`src/rtl/nes_joypad_ctrl_if.sv`:
```
// -----------------------------------------------------------------------------
// nes_joypad_ctrl_if
// CPU-side bus bundle for the NES controller port ($4016/$4017).
//
// Signals:
//   cpu_ce     one-cycle pulse marking a CPU bus cycle
//   cpu_addr   16-bit CPU address
//   cpu_we     1 = write, 0 = read (only meaningful while cpu_ce=1)
//   cpu_wdata  CPU write data
//   cpu_rdata  read data back to the CPU (valid while cpu_hit=1)
//   cpu_hit    access decoded to this block in the current cycle
//
// Handshake: cpu_ce is the only qualifier. There is no backpressure; the
// slave answers every qualified access in the same cycle (cpu_hit/cpu_rdata
// are combinational) and any state change takes effect at the next rising
// clock edge. With cpu_ce=0 the slave drives cpu_hit=0 and cpu_rdata=0.
// -----------------------------------------------------------------------------
interface nes_joypad_ctrl_if;
   logic        cpu_ce;
   logic [15:0] cpu_addr;
   logic        cpu_we;
   logic [7:0]  cpu_wdata;
   logic [7:0]  cpu_rdata;
   logic        cpu_hit;

   modport master (
      output cpu_ce, cpu_addr, cpu_we, cpu_wdata,
      input  cpu_rdata, cpu_hit
   );

   modport slave (
      input  cpu_ce, cpu_addr, cpu_we, cpu_wdata,
      output cpu_rdata, cpu_hit
   );
endinterface

```
`src/rtl/nes_joypad_ctrl.sv`:
```
// -----------------------------------------------------------------------------
// nes_joypad_ctrl
// NES standard controller port emulation for player 1. Two USB keyboard
// keycode slots are mapped onto the 8 NES buttons, and the 6502 strobe /
// serial-read protocol at $4016 is implemented. $4017 reads return an
// empty player-2 port; $4017 writes are left to the APU frame counter.
//
// Ports:
//   clk_clk        block clock (NES domain)
//   reset_reset_n  synchronous reset, active-low
//   keycode_a/b    keycode slots from the Nios PIO
//   cpu            CPU bus (nes_joypad_ctrl_if.slave)
//   buttons_dbg    registered live button vector
//                  bit 0=A 1=B 2=Select 3=Start 4=Up 5=Down 6=Left 7=Right
// -----------------------------------------------------------------------------
module nes_joypad_ctrl #(
   parameter logic [7:0] KC_A      = 8'h0E,
   parameter logic [7:0] KC_B      = 8'h0D,
   parameter logic [7:0] KC_SELECT = 8'h2C,
   parameter logic [7:0] KC_START  = 8'h28,
   parameter logic [7:0] KC_UP     = 8'h1A,
   parameter logic [7:0] KC_DOWN   = 8'h16,
   parameter logic [7:0] KC_LEFT   = 8'h04,
   parameter logic [7:0] KC_RIGHT  = 8'h07
) (
   input  logic                    clk_clk,
   input  logic                    reset_reset_n,
   input  logic [7:0]              keycode_a,
   input  logic [7:0]              keycode_b,
   nes_joypad_ctrl_if.slave        cpu,
   output logic [7:0]              buttons_dbg
);

   localparam logic [15:0] ADDR_JOY1 = 16'h4016;
   localparam logic [15:0] ADDR_JOY2 = 16'h4017;
   localparam logic [7:0]  OPEN_BUS  = 8'h40;

   logic [7:0] kc_a_q, kc_a_d;
   logic [7:0] kc_b_q, kc_b_d;
   logic [7:0] buttons_q, buttons_d;
   logic       strobe_q, strobe_d;
   logic [7:0] shift_q, shift_d;

   logic [7:0] raw;
   logic       wr_joy1;
   logic       rd_joy1;
   logic       rd_joy2;

   // Only bit 0 of the strobe write is meaningful.
   logic unused_wdata;
   assign unused_wdata = ^cpu.cpu_wdata[7:1];

   // A zero keycode is an empty slot and must never press a button, even
   // when a mapping parameter is itself zero.
   function automatic logic kc_match(input logic [7:0] kc, input logic [7:0] code);
      return (kc != 8'h00) && (kc == code);
   endfunction

   function automatic logic slot_match(input logic [7:0] a, input logic [7:0] b,
                                       input logic [7:0] code);
      return kc_match(a, code) || kc_match(b, code);
   endfunction

   // Keycode decode with SOCD cleaning: opposing directions cancel.
   always_comb begin
      raw       = '0;
      buttons_d = '0;
      raw[0] = slot_match(kc_a_q, kc_b_q, KC_A);
      raw[1] = slot_match(kc_a_q, kc_b_q, KC_B);
      raw[2] = slot_match(kc_a_q, kc_b_q, KC_SELECT);
      raw[3] = slot_match(kc_a_q, kc_b_q, KC_START);
      raw[4] = slot_match(kc_a_q, kc_b_q, KC_UP);
      raw[5] = slot_match(kc_a_q, kc_b_q, KC_DOWN);
      raw[6] = slot_match(kc_a_q, kc_b_q, KC_LEFT);
      raw[7] = slot_match(kc_a_q, kc_b_q, KC_RIGHT);
      buttons_d = raw;
      if (raw[4] && raw[5]) buttons_d[5:4] = 2'b00;
      if (raw[6] && raw[7]) buttons_d[7:6] = 2'b00;
   end

   // Bus decode. $4017 writes are deliberately not decoded.
   always_comb begin
      wr_joy1 = cpu.cpu_ce &&  cpu.cpu_we && (cpu.cpu_addr == ADDR_JOY1);
      rd_joy1 = cpu.cpu_ce && !cpu.cpu_we && (cpu.cpu_addr == ADDR_JOY1);
      rd_joy2 = cpu.cpu_ce && !cpu.cpu_we && (cpu.cpu_addr == ADDR_JOY2);
   end

   always_comb begin
      cpu.cpu_hit   = wr_joy1 || rd_joy1 || rd_joy2;
      cpu.cpu_rdata = 8'h00;
      if (rd_joy1)      cpu.cpu_rdata = OPEN_BUS | {7'b0, shift_q[0]};
      else if (rd_joy2) cpu.cpu_rdata = OPEN_BUS;
   end

   // Shift register: continuous reload while strobe is high; otherwise each
   // $4016 read shifts right, filling with 1 so reads past the 8th return 1.
   always_comb begin
      kc_a_d   = keycode_a;
      kc_b_d   = keycode_b;
      strobe_d = strobe_q;
      shift_d  = shift_q;
      if (wr_joy1) strobe_d = cpu.cpu_wdata[0];
      if (strobe_q)     shift_d = buttons_q;
      else if (rd_joy1) shift_d = {1'b1, shift_q[7:1]};
   end

   always_ff @(posedge clk_clk) begin
      if (!reset_reset_n) begin
         kc_a_q    <= 8'h00;
         kc_b_q    <= 8'h00;
         buttons_q <= 8'h00;
         strobe_q  <= 1'b0;
         shift_q   <= 8'h00;
      end else begin
         kc_a_q    <= kc_a_d;
         kc_b_q    <= kc_b_d;
         buttons_q <= buttons_d;
         strobe_q  <= strobe_d;
         shift_q   <= shift_d;
      end
   end

   assign buttons_dbg = buttons_q;

endmodule

```
`src/flat_wrapper.sv`:
```
// flat-port wrapper written by rule: the top's interface ports become plain ports
module nes_joypad_ctrl_flat 
#(
   parameter logic [7:0] KC_A      = 8'h0E,
   parameter logic [7:0] KC_B      = 8'h0D,
   parameter logic [7:0] KC_SELECT = 8'h2C,
   parameter logic [7:0] KC_START  = 8'h28,
   parameter logic [7:0] KC_UP     = 8'h1A,
   parameter logic [7:0] KC_DOWN   = 8'h16,
   parameter logic [7:0] KC_LEFT   = 8'h04,
   parameter logic [7:0] KC_RIGHT  = 8'h07
)
  (clk_clk, reset_reset_n, keycode_a, keycode_b, buttons_dbg, cpu_cpu_ce, cpu_cpu_addr, cpu_cpu_we, cpu_cpu_wdata, cpu_cpu_rdata, cpu_cpu_hit);
  nes_joypad_ctrl_if cpu_i ();
  input  logic clk_clk;
  input  logic reset_reset_n;
  input  logic [7:0] keycode_a;
  input  logic [7:0] keycode_b;
  output logic [7:0] buttons_dbg;
  input wire logic [$bits(cpu_i.cpu_ce)-1:0] cpu_cpu_ce;
  input wire logic [$bits(cpu_i.cpu_addr)-1:0] cpu_cpu_addr;
  input wire logic [$bits(cpu_i.cpu_we)-1:0] cpu_cpu_we;
  input wire logic [$bits(cpu_i.cpu_wdata)-1:0] cpu_cpu_wdata;
  output wire logic [$bits(cpu_i.cpu_rdata)-1:0] cpu_cpu_rdata;
  output wire logic [$bits(cpu_i.cpu_hit)-1:0] cpu_cpu_hit;
  assign cpu_i.cpu_ce = cpu_cpu_ce;
  assign cpu_i.cpu_addr = cpu_cpu_addr;
  assign cpu_i.cpu_we = cpu_cpu_we;
  assign cpu_i.cpu_wdata = cpu_cpu_wdata;
  assign cpu_cpu_rdata = cpu_i.cpu_rdata;
  assign cpu_cpu_hit = cpu_i.cpu_hit;
  nes_joypad_ctrl #(.KC_A(KC_A), .KC_B(KC_B), .KC_SELECT(KC_SELECT), .KC_START(KC_START), .KC_UP(KC_UP), .KC_DOWN(KC_DOWN), .KC_LEFT(KC_LEFT), .KC_RIGHT(KC_RIGHT)) u_core (.clk_clk(clk_clk), .reset_reset_n(reset_reset_n), .keycode_a(keycode_a), .keycode_b(keycode_b), .cpu(cpu_i), .buttons_dbg(buttons_dbg));
endmodule
```
`config.mk`:
```
export PLATFORM = sky130hd
export DESIGN_NAME = nes_joypad_ctrl_flat
export DESIGN_NICKNAME = d
export VERILOG_FILES = /design/src/rtl/nes_joypad_ctrl_if.sv /design/src/rtl/nes_joypad_ctrl.sv /design/src/flat_wrapper.sv
export SDC_FILE = /design/constraint.sdc
export NUM_CORES = 1
export LEC_CHECK = 0
export BUFFER_PORTS_ARGS = -buffer_cell sky130_fd_sc_hd__buf_2
export CAP_MARGIN = 10
export CORE_ASPECT_RATIO = 0.75
export CORE_MARGIN = 2
export CORE_UTILIZATION = 40
export CTS_CLUSTER_DIAMETER = 80
export DETAILED_ROUTE_END_ITERATION = 10
export GPL_TIMING_DRIVEN = 0
export PLACE_DENSITY_LB_ADDON = 0.3
export SETUP_SLACK_MARGIN = 0.05
export SLEW_MARGIN = 20
export SYNTH_ARGS = -nofsm -noshare
export SYNTH_HDL_FRONTEND = slang
export SYNTH_SLANG_ARGS = --single-unit
```
`constraint.sdc`:
```
create_clock -name clk_clk -period 1.92 [get_ports clk_clk]
set_input_delay 0.48 -clock clk_clk [delete_from_list [all_inputs] [get_ports clk_clk]]
set_output_delay 0.48 -clock clk_clk [all_outputs]
set_load 0.02 [all_outputs]
```
==> impl_metrics.ini <==
[global_route]
grt_pass1_wl_um = 5650
antenna_found_initial = 0
grt-ovfl-total = 0
grt_pass1_vias = 1258
grtUsageTotal_pct = 18.3
grt_max_degree = 11

[min_path]
min-delay-start = keycode_b[3]
min_path_type = primary input to register
whs_path_depth = 2
hold_end = u_core.kc_b_q[3]

[synth]
ys_seq_area_share_pct = 46.9
synthArstFlopShare_pct = 0
syn_inst = 156
ys_ff_latch = 33
synth_edf_count = 0
ys_warn_count = 0
synth_cell_types = 37
netlist_area_mm2 = 0.00141
avgSynthCellArea_um2 = 9.02
synthFlopType = dfxtp_1

[setup_path]
worstRegToRegCells = 4
slowest_stage = nor4bb_4
r2r_start = u_core.kc_a_q[1]
critPathTopFamily = simple AND/OR/NAND/NOR gates
cp.arrival_ps = 1520
start_kind = primary input
crit_chain = buf_6 -> nor4bb_4 -> buf_4 -> nand4_1 -> a21oi_2 -> buf_4
critPathBufInv = 3
cpMostUsedCell = buf_4
worstSetupPathType = primary input to output port
critPathCaptureType = output port
cp_max_fo = 3
slowest_delay_ps = 270
crit_start = cpu_cpu_addr[5]
worstReg2RegEnd = u_core.buttons_dbg[5]
rrSetupSlack_ps = 380
crit_required_ps = 1440

[final_layout]
drive_above_1_share_pct = 34.2
nets = 263
area_delta_synth_final_pct = 39.5
n_antenna_cell = 0
final_cell_mix = 37 x buf_2, 33 x dfxtp_1, 17 x and2_1, 14 x buf_4
final_common_cell = buf_2

[route]
routed_wl_um = 3520
via_count = 1362
wire_per_inst_um = 13.6
drtPass1Iterations = 4
antenna_left = 0
drc = 0
viasPerCell = 5.26
drt_iter0_drc = 130

[sta]
fin_skew_ps = 4.67
whs_ps = 404
fmax_ghz = 0.501
slew_violations = 0
setup-violations-final = 2
rsz0062_at_grt = true
fin_crit_sh_pct = 104
final-hold-violation-count = 0
fin_ws_ps = -75.1
fin_crit_ps = 2000

[floorplanning]
die_width_um = 72.5
start_util_pct = 42.2
die_y_um = 55.4
io_pins = 61
fp.coreArea_mm2 = 0.00333
die_area_mm2 = 0.00401
rows = 18

[placement]
gp_congestion = 0.783
dp_hpwl_um = 2240
io_buffer_count = 46

[power_and_ir_drop]
peakVddDrop_v = 0.000453
power.density_mw_per_mm2 = 701
totalPowerFinal_mw = 1.38
p_leak_nw = 0.832

[clock_tree]
cts_tree = built
root_buffer = clkbuf_8
clkSinkCount = 33
clk_pin_slew_worst_paths_ps = 60
htreeDepth = 2
clock_latency_ps = 280
clockBufferDepth = 2
hold_buffers = 0
cts-buffers-inserted = 5

[status]
outcome = finished, violations left
violations = setup timing

[run]
cap_violations = 0
metrics by stage:
| step | setup WS [ps] | area, µm² | utilization [%] | setup TNS [ps] | instances |
|---|---|---|---|---|---|
| after floorplan | 51.8 | 1440 | - | 0 | 161 |
| after global placement | -314 | 1720 | 51.7 | -855 | 247 |
| after detailed placement | -309 | 1720 | 51.7 | -853 | 247 |
| after CTS | -36.5 | 1970 | 59.0 | -68.3 | 261 |
| after global routing | -160 | 1960 | 58.9 | -288 | 259 |
| final | -75.1 | 1960 | 58.9 | -139 | 259 |
where the power goes:
| part | internal (mW) | switching (mW) | total [mW] | leakage (nW) |
|---|---|---|---|---|
| Combinational | 0.0761 | 0.0658 | 0.142 | 0.517 |
| Clock | 0.284 | 0.226 | 0.510 | 0.0443 |
| Sequential | 0.704 | 0.0193 | 0.724 | 0.270 |
metal layers:
layer  part of all wire [%]  track usage (%)  vias to the layer above  wire [µm]
met5                      0                0                        -          0
met1                     42             21.8                      600       1460
met3                    8.0             7.66                       12        283
met2                     48             29.6                       69       1700
met4                    2.2             6.08                        0         78
li1                       -                -                      681          -
cell families after synthesis:
family	after synthesis	share of synthesized area, %
DFF	33	46.9
AOI/OAI and AO/OA	44	18.8
other	1	0.266
and+or+nand+nor	63	28.4
buffers and inverters	15	5.69
cells in the mapped netlist (3+ instances only):
cell	count	share of area [%]
a21oi_1	10	3.6
a31oi_1	7	3.1
and2_1	17	7.6
and3_1	3	1.3
buf_4	6	3.2
clkbuf_1	4	1.1
dfxtp_1	33	47
inv_1	4	1.1
nand2_1	3	0.80
nand3_1	4	1.4
nor2_1	7	1.9
nor3_1	5	1.8
nor3b_1	4	2.1
nor4_1	4	1.8
o21a_1	3	1.6
o21ai_0	17	6.0
layout make-up:
cell class | instances | area, µm²
fill | 296 | 1370
sequential | 33 | 661
multi-input combinational | 113 | 763
inverter | 4 | 15.0
timing repair buffer | 52 | 328
tap | 40 | 50.0
buffer | 10 | 60.1
clock buffer | 7 | 86.3
worst max path at each step:
stage / to / slack (ps) / cells after the start
floorplan: cpu_cpu_hit / 50 / 3
global placement: cpu_cpu_hit / -310 / 5
detailed placement: cpu_cpu_hit / -310 / 5
CTS: cpu_cpu_hit / -40 / 6
global route: cpu_cpu_hit / -160 / 6
finish: cpu_cpu_hit / -80 / 6
timing repair:
item / 4_1_cts / 5_1_grt
resized for setup: 27 / 3
pin swaps: 11 / 6
cloned: 0 / 0
buffers inserted: 7 / 1
setup endpoints to repair: 3 / 11
flip-flops by register name (all words and copies together), names as in the netlist:
signal	flops
u_core.kc_b_q	8
u_core.buttons_dbg	8
u_core.shift_q	8
u_core.strobe_q	1
u_core.kc_a_q	8
Note: power is estimated with default switching activity, not from simulation.
